### src/rtl/gcd_pkg.sv
// gcd_pkg: shared types and helpers for the gcd_unit slice.
//   gcd_state_e : control FSM states (IDLE, CALC)
//   gcd_mode_e  : algorithm select sampled with start (MODE_SUB, MODE_STEIN)
//   sat_inc     : saturating increment; operands up to SAT_W bits wide
package gcd_pkg;

  typedef enum logic {
    IDLE = 1'b0,
    CALC = 1'b1
  } gcd_state_e;

  typedef enum logic {
    MODE_SUB   = 1'b0,
    MODE_STEIN = 1'b1
  } gcd_mode_e;

  // Callers zero-extend their counter into this width and cast back.
  localparam int unsigned SAT_W = 32;

  // Increment val, sticking at lim once it is reached.
  function automatic logic [SAT_W-1:0] sat_inc(input logic [SAT_W-1:0] val,
                                               input logic [SAT_W-1:0] lim);
    logic [SAT_W-1:0] res;
    if (val >= lim) begin
      res = val;
    end else begin
      res = val + 32'd1;
    end
    return res;
  endfunction

endpackage

### src/rtl/gcd_datapath.sv
// gcd_datapath: operand registers and one-step-per-edge GCD iteration.
//   clk, nrst  : clock, async active-low reset
//   load       : latch ina/inb/mode, clear k and the step counter
//   step       : unit is in CALC; apply one step unless term is high
//   mode, ina, inb : run parameters, sampled on load
//   term       : current operands end the run this edge
//   result     : GCD to publish when term is high
//   err_zero   : both operands are zero (valid with term)
//   cnt_next   : step count including the current edge, saturating
module gcd_datapath #(
  parameter int WIDTH = 8,
  parameter int CNTW  = 16
) (
  input  logic             clk,
  input  logic             nrst,
  input  logic             load,
  input  logic             step,
  input  logic             mode,
  input  logic [WIDTH-1:0] ina,
  input  logic [WIDTH-1:0] inb,
  output logic             term,
  output logic [WIDTH-1:0] result,
  output logic             err_zero,
  output logic [CNTW-1:0]  cnt_next
);
  import gcd_pkg::*;

  // k counts shared factors of two removed by Stein; at most WIDTH of them.
  localparam int KW = $clog2(WIDTH + 1);
  localparam logic [CNTW-1:0] CNT_MAX = {CNTW{1'b1}};

  logic [WIDTH-1:0] a_r, b_r;
  logic [KW-1:0]    k_r;
  logic [CNTW-1:0]  cnt_r;
  gcd_mode_e        mode_r;

  logic [WIDTH-1:0] a_nxt_s, b_nxt_s;
  logic [KW-1:0]    k_nxt_s;
  logic             term_s, err_s;
  logic [WIDTH-1:0] result_s;

  assign cnt_next = CNTW'(sat_inc(32'(cnt_r), 32'(CNT_MAX)));
  assign term     = term_s;
  assign result   = result_s;
  assign err_zero = err_s;

  // Step logic: termination checks first, then the mode-specific reduction.
  always_comb begin
    a_nxt_s  = a_r;
    b_nxt_s  = b_r;
    k_nxt_s  = k_r;
    term_s   = 1'b0;
    err_s    = 1'b0;
    result_s = a_r << k_r;
    if (a_r == b_r) begin
      term_s   = 1'b1;
      result_s = a_r << k_r;
      err_s    = (a_r == {WIDTH{1'b0}});
    end else if (a_r == {WIDTH{1'b0}}) begin
      term_s   = 1'b1;
      result_s = b_r << k_r;
    end else if (b_r == {WIDTH{1'b0}}) begin
      term_s   = 1'b1;
      result_s = a_r << k_r;
    end else begin
      case (mode_r)
        MODE_SUB: begin
          if (a_r < b_r) begin
            a_nxt_s = b_r;
            b_nxt_s = a_r;
          end else begin
            a_nxt_s = a_r - b_r;
          end
        end
        MODE_STEIN: begin
          if (!a_r[0] && !b_r[0]) begin
            a_nxt_s = a_r >> 1;
            b_nxt_s = b_r >> 1;
            k_nxt_s = k_r + {{(KW-1){1'b0}}, 1'b1};
          end else if (!a_r[0]) begin
            a_nxt_s = a_r >> 1;
          end else if (!b_r[0]) begin
            b_nxt_s = b_r >> 1;
          end else if (a_r > b_r) begin
            a_nxt_s = a_r - b_r;
          end else begin
            b_nxt_s = b_r - a_r;
          end
        end
        default: begin
          a_nxt_s = a_r;
        end
      endcase
    end
  end

  // Operand/counter registers: load on accept, advance on non-terminal steps.
  always_ff @(posedge clk or negedge nrst) begin
    if (!nrst) begin
      a_r    <= {WIDTH{1'b0}};
      b_r    <= {WIDTH{1'b0}};
      k_r    <= {KW{1'b0}};
      cnt_r  <= {CNTW{1'b0}};
      mode_r <= MODE_SUB;
    end else if (load) begin
      a_r    <= ina;
      b_r    <= inb;
      k_r    <= {KW{1'b0}};
      cnt_r  <= {CNTW{1'b0}};
      mode_r <= gcd_mode_e'(mode);
    end else if (step && !term_s) begin
      a_r   <= a_nxt_s;
      b_r   <= b_nxt_s;
      k_r   <= k_nxt_s;
      cnt_r <= cnt_next;
    end
  end

endmodule

### src/rtl/gcd_unit.sv
// gcd_unit: start/ready GCD slave with selectable subtractive or Stein algorithm.
//   clk, nrst      : clock, async active-low reset
//   start          : run request, accepted only while ready=1
//   mode           : 0 subtractive Euclid, 1 binary Stein (sampled with start)
//   ina, inb       : WIDTH-bit operands (sampled with start)
//   ready          : idle, next start will be accepted
//   done           : one-cycle pulse when out/err/cycles update
//   err            : last run had both operands zero
//   out            : last GCD result
//   cycles         : CALC cycles used by the last run, saturating
module gcd_unit #(
  parameter int WIDTH = 8,
  parameter int CNTW  = 16
) (
  input  logic             clk,
  input  logic             nrst,
  input  logic             start,
  input  logic             mode,
  input  logic [WIDTH-1:0] ina,
  input  logic [WIDTH-1:0] inb,
  output logic             ready,
  output logic             done,
  output logic             err,
  output logic [WIDTH-1:0] out,
  output logic [CNTW-1:0]  cycles
);
  import gcd_pkg::*;

  gcd_state_e       state_r;
  logic             ready_r, done_r, err_r;
  logic [WIDTH-1:0] out_r;
  logic [CNTW-1:0]  cycles_r;

  logic             load_s, step_s, term_s, err_s;
  logic [WIDTH-1:0] result_s;
  logic [CNTW-1:0]  cnt_next_s;

  // start is only honoured in IDLE; during CALC it is ignored entirely.
  assign load_s = (state_r == IDLE) && start;
  assign step_s = (state_r == CALC);

  gcd_datapath #(
    .WIDTH (WIDTH),
    .CNTW  (CNTW)
  ) u_datapath (
    .clk      (clk),
    .nrst     (nrst),
    .load     (load_s),
    .step     (step_s),
    .mode     (mode),
    .ina      (ina),
    .inb      (inb),
    .term     (term_s),
    .result   (result_s),
    .err_zero (err_s),
    .cnt_next (cnt_next_s)
  );

  // Control FSM with registered handshake and result outputs.
  always_ff @(posedge clk or negedge nrst) begin
    if (!nrst) begin
      state_r  <= IDLE;
      ready_r  <= 1'b1;
      done_r   <= 1'b0;
      err_r    <= 1'b0;
      out_r    <= {WIDTH{1'b0}};
      cycles_r <= {CNTW{1'b0}};
    end else begin
      case (state_r)
        IDLE: begin
          done_r <= 1'b0;
          if (start) begin
            state_r <= CALC;
            ready_r <= 1'b0;
          end
        end
        CALC: begin
          if (term_s) begin
            state_r  <= IDLE;
            ready_r  <= 1'b1;
            done_r   <= 1'b1;
            out_r    <= result_s;
            err_r    <= err_s;
            cycles_r <= cnt_next_s;
          end else begin
            done_r <= 1'b0;
          end
        end
        default: begin
          state_r <= IDLE;
          ready_r <= 1'b1;
          done_r  <= 1'b0;
        end
      endcase
    end
  end

  assign ready  = ready_r;
  assign done   = done_r;
  assign err    = err_r;
  assign out    = out_r;
  assign cycles = cycles_r;

endmodule

### config.mk
export PLATFORM = sky130hd
export DESIGN_NAME = gcd_unit
export DESIGN_NICKNAME = d
export VERILOG_FILES = /design/src/rtl/gcd_pkg.sv /design/src/rtl/gcd_datapath.sv /design/src/rtl/gcd_unit.sv
export SDC_FILE = /design/constraint.sdc
export NUM_CORES = 1
export LEC_CHECK = 0
export CORE_UTILIZATION = 30
export CTS_CLUSTER_DIAMETER = 80
export DETAILED_ROUTE_END_ITERATION = 6
export HOLD_SLACK_MARGIN = 0.08
export PLACE_DENSITY = 0.55
export SYNTH_ARGS = -nofsm -noshare
export SYNTH_HDL_FRONTEND = slang
export SYNTH_SLANG_ARGS = --single-unit
### constraint.sdc
create_clock -name clk -period 4.45 [get_ports clk]
set_clock_uncertainty 0.05 [all_clocks]
set_input_delay 0.445 -clock clk [delete_from_list [all_inputs] [get_ports clk]]
set_output_delay 0.445 -clock clk [all_outputs]
set_load 0.05 [all_outputs]
# Word-level counts from Yosys, hierarchy flattened
# Index checks and enable logic that the tools add are counted.
# Widths: inputs -> output; s select.
# classes
addsub	4
eq_ne	11
n_shift	2
order_cmp	3
muxes	46
bitwise	2
n_reduce_logical	18
# ops
operator	n
$mux 8	22
$mux 16	3
$pmux 8 s2	2
$mux 4	7
$reduce_and 6->1	3
$add 16x1->16 const B	1
$ge 16x16->1 const B	1
$logic_not 8->1	2
$shl 8x4->8	2
$sub 8x8->8	2
$ne 5x5->1 const B	3
$mux 1	9
$eq 8x8->1	1
$gt 8x8->1	1
$lt 8x8->1	1
$ne 2x2->1 const B	4
$reduce_and 7->1	1
$pmux 1 s2	3
$reduce_bool 2->1	3
$add 4x1->4 const B	1
$ne 4x3->1 const B	1
$reduce_and 2->1	2
$reduce_and 4->1	1
$logic_and 1x1->1	3
other kinds (4)	7
# totals
reg_bits	65
elab_cells	99

# Depth between registers and ports, before layout
# logic_depth
depth_word	11
ltp_mapped	12

# Cells and area by module
# From an unflattened synthesis, not the netlist that was laid out.
# unflattened
cells_unflattened	480
hier_area_um2	4765.8
# modules_own_cells
module	cells_each	area_per_inst_um2	seq_area_each_um2	instances
gcd_datapath	418	3648.5	925.9	1
gcd_unit	62	1117.3	701.9	1

# Least setup slack after synthesis
# Ideal clock, no wire load.
# synth_path
kind	register to register
startpoint	register u_datapath.a_r[0]
endpoint	register u_datapath.b_r[1]
required_time_ps	4272
path_slack_ps	1986
period_less_slack_ps	2464
path_stages_with_launch	12
path_buffers	1
arrival_ps	2287
setup_time_ps	128
cell_sequence	dfrtp_1 inv_1 ha_1 inv_1 fa_1 nand3_1 a21oi_2 or2_0 buf_4 nor2_4 o221ai_4 mux2_1
# synth_via
elab_chain_len	11
# synth_lines
element	line	rtl
from (decl)	gcd_datapath.sv:32	logic [WIDTH-1:0] a_r, b_r;
from (signal assigned)	gcd_datapath.sv:100	a_r <= {WIDTH{1'b0}};
from (signal assigned)	gcd_datapath.sv:106	a_r <= ina;
from (signal assigned)	gcd_datapath.sv:112	a_r <= a_nxt_s;
$sub 8x8->8	gcd_datapath.sv:87	b_nxt_s = b_r - a_r;
$mux 8	gcd_datapath.sv:84	end else if (a_r > b_r) begin
$mux 8	gcd_datapath.sv:82	end else if (!b_r[0]) begin
$mux 8	gcd_datapath.sv:80	end else if (!a_r[0]) begin
$mux 8	gcd_datapath.sv:76	if (!a_r[0] && !b_r[0]) begin
$pmux 8 s2	gcd_datapath.sv:66	case (mode_r)
$mux 8	gcd_datapath.sv:62	end else if (b_r == {WIDTH{1'b0}}) begin
$mux 8	gcd_datapath.sv:59	end else if (a_r == {WIDTH{1'b0}}) begin
$mux 8	gcd_datapath.sv:55	if (a_r == b_r) begin
$mux 8	gcd_datapath.sv:111	end else if (step && !term_s) begin
$mux 8	gcd_datapath.sv:105	end else if (load) begin
to (signal assigned)	gcd_datapath.sv:101	b_r <= {WIDTH{1'b0}};
to (signal assigned)	gcd_datapath.sv:107	b_r <= inb;
to (signal assigned)	gcd_datapath.sv:113	b_r <= b_nxt_s;
to (decl)	gcd_datapath.sv:32	
# Parallel ways exist; a longest one is shown, timed or not. The select of a mux whose other input is x is not followed.
# A chain may end at the register's enable or synchronous reset.

# Worst setup path in the final report
# layout_path
startpoint	register u_datapath.b_r[4]
endpoint	register cycles_r[11], in the netlist cycles[11]
# layout_via
elab_chain_len	5
# layout_lines
element	line	rtl
$logic_not 8->1	gcd_datapath.sv:62	
$mux 1	gcd_datapath.sv:62	
$mux 1	gcd_datapath.sv:59	
$mux 1 *	gcd_datapath.sv:55	
$reduce_and 2->1 (no line) *	--	
to (signal assigned)	gcd_unit.sv:67	cycles_r <= {CNTW{1'b0}};
to (signal assigned)	gcd_unit.sv:84	cycles_r <= cnt_next_s;
to (decl)	gcd_unit.sv:32	logic [CNTW-1:0] cycles_r;
# Every way passes the cells marked *; elsewhere a longest branch is shown, timed or not.

==> impl_results.md <==
- Status: completed
- Wire length per cell: 17.58 um
- Largest area contributor in the netlist: dfrtp_1
- Slew Limit Fails: 0
- Critical path peak fanout: 36
- Vias: 4041
- Initial antenna violation count: 0
- GRT Overall Usage: 17.12%
- Power per cell area: 889.9 nW/um^2
- Synth top area share: 34.29%
- Gate count of the mapped netlist: 523
- Fmax: 325.3 MHz
- CTS tree: done
- Post-CTS Hold Fix Bufs: 0
- Worst EP required: 4620 ps
- CTS sink cnt: 65
- Maxcap violations: 0
- Synth top area cells: dfrtp_1 (34%), ha_1 (4.8%), nand2_1 (4.0%), o21ai_0 (4.0%), nor2_1 (3.6%)
- CP Cell Sequence: inv_1, ha_1, nand4_2, or2_4, nand3_1, nand2_2, inv_2, mux2_2
- Area delta synth->final: 17.25%
- Setup TNS: 0 ps
- Worst Tran Pin Value: 1080 ps
- First-pass GRT wire length: 21440 um
- Vias per cell: 5.453
- Root Buffer: clkbuf_16
- Setup slack, reg-to-reg: 1380 ps
- Synthesized net count: 563
- Drt pass-1 iters: 7
- Fillers: 1557
- Overflow after GRT: 0
- Final core utilization: 36.02%
- CP Class: register to register
- Die W: 126.8 um
- Routed wire length: 13030 um
- Final Hold Viols: 0
- Reg area: 1628 um^2
- CP arrival: 3250 ps
- RSZ-0062 raised after global routing: no
- Min Tclk post-route: 3074 ps
- Sequential share of the synthesized area: 34.85%
- Syn avg cell area: 8.931 um^2
- Worst vdd ir: 304.2 uV
- Post_cts resized: 0
- Std cell rows: 45
- Die Span Y: 126.8 um
- Netlist area before placement: 4671 um^2
- DRT iter0 DRCs: 387
- Post-CTS Setup Repair Bufs: 0
- Number of global-route vias before repair: 3963
- Multi-input gate area: 2733 um^2
- Total CTS buffers: 9
- Syn. warnings: 0
- Slowest stage cell, crit path: ha_1
- Fin Hold WS: 121.9 ps
- Residual DRC: 0
- HP Class: input port to asynchronous set/reset pin
- Final setup fails: 0
- Initial core utilization: 30.72%
- Final period util: 69.09%
- Slowest stage delay, CP: 500 ps
- Synthesized flop and latch total: 65
- Final GP Congestion: 0.9348
- Clock slew at reported path FFs: 60 ps
- Port-buffer cells: 46
- Post-synth EDFFs: 0
- Startpoint Class: register
- Core area: 15200 um^2
- Die area: 16070 um^2
- Layout cell share with drive strength beyond 1: 10.31%
- ANT nets after route: 0
- I/O Pins: 47
- Antenna cell count: 0
- Htree depth: 3
- Clk_lat worst skew: 340 ps
- Final nets: 588
- Post-synth cell types: 79
- Main flop type after synthesis: dfrtp_1
- Slew headroom: 27.76%
- Leakage power total: 0.002203 uW
- Post-DP HPWL: 9855 um
- Critical path capture point type: register
- Post-synthesis async set-or-reset flop share: 100.0%
- Largest net degree at the start of global routing: 37
- Clk buf depth: 2
layer usage:
| layer | global-route usage, % | share of wire (%) |
|---|---|---|
| met1 | 24.15 | 48 |
| met2 | 26.00 | 45 |
| met3 | 2.910 | 4.6 |
| met4 | 6.863 | 2.2 |
| met5 | 0 | 0 |
worst max-delay path, delay by kind of cell (launching register included):
family / cells / cell delay [ps]
adders and majority gates: 1 / 500
buffers and inverters: 2 / 480
DFF: 1 / 490
muxes: 1 / 370
and+or+nand+nor: 4 / 1060
state kept, by name, indices dropped and copies added, names as in the netlist:
signal	flops
cycles	16
u_datapath.cnt_r	16
out	8
u_datapath.a_r	8
u_datapath.b_r	8
u_datapath.k_r	4
done	1
err	1
ready	1
state_r	1
u_datapath.mode_r	1
cell type report:
| class | instances | share of cell area (%) |
|---|---|---|
| inverter | 27 | 1.896 |
| clock buffer | 10 | 4.181 |
| sequential | 65 | 29.72 |
| timing repair buffer | 49 | 8.727 |
| clock inverter | 6 | 1.279 |
| tap | 188 | 4.295 |
| multi-input combinational | 396 | 49.90 |
cell usage after synthesis, drive strengths merged (9+ instances only):
cell	n
o21ai	45
a221oi	11
ha	18
mux2i	10
inv	27
a31oi	13
dfrtp	64
clkbuf	14
xnor2	14
mux2	11
nor3	9
xor2	10
nor2	47
nand2	51
a21oi	37
buf	21
nand3	15
through the flow:
stage,cells,power (uW),cell area (um^2),setup WS (ps)
global route,741,5229,5477,1105
CTS,741,4873,5477,1365
finish,741,4874,5477,1376
global placement,725,4155,5177,1413
detailed placement,725,4148,5177,1382
floorplan,523,3369,4671,1986
report_power, final:
part	internal (uW)	switching [uW]	leakage, uW
clock	435	272	0.000135
combinational	1160	1880	0.00123
sequential	817	314	0.000839
final timing paths:
path / from / to / depth (start not counted)
setup reg to reg: u_datapath.b_r[4]$_DFFE_PN0P_ / cycles[11]$_DFFE_PN0P_ / 8
hold reg to reg: cycles[9]$_DFFE_PN0P_ / cycles[9]$_DFFE_PN0P_ / 2
setup / recovery: u_datapath.b_r[4]$_DFFE_PN0P_ / cycles[11]$_DFFE_PN0P_ / 8
max in group asynchronous: nrst / u_datapath.k_r[0]$_DFFE_PN0P_ / 2
hold / removal: nrst / u_datapath.cnt_r[10]$_DFFE_PN0P_ / 1
min in group clk: cycles[9]$_DFFE_PN0P_ / cycles[9]$_DFFE_PN0P_ / 2
layout by cell type, fill, tap and decap left out, types with 8 or more instances in the layout:
cell             synthesis  final
dfrtp_1                 64     64
nand2_1                 50     50
nor2_1                  45     45
clkdlybuf4s50_1          0     45
o21ai_0                 37     37
a21oi_1                 33     33
inv_1                   23     23
ha_1                    18     18
nand3_1                 14     14
xnor2_1                 14     14
a31oi_1                 12     12
a221oi_1                11     11
xor2_1                  10     10
mux2i_1                 10     10
clkbuf_16                0      9
nor3_1                   8      8
mux2_1                   8      8
kinds of logic (layout without fill, tap and decap cells):
kind of cell,count (synthesis),after routing,share of synthesized area (%)
AO/OA/AOI/OAI,165,165,24.48
XOR/XNOR,24,24,4.500
adder cells (fa/ha/maj),20,20,5.679
buffers and inverters,62,92,6.697
flip-flops,65,65,34.85
multiplexers,24,24,6.242
AND/OR/NAND/NOR,163,163,17.55
(Power assumes the default switching activity.)
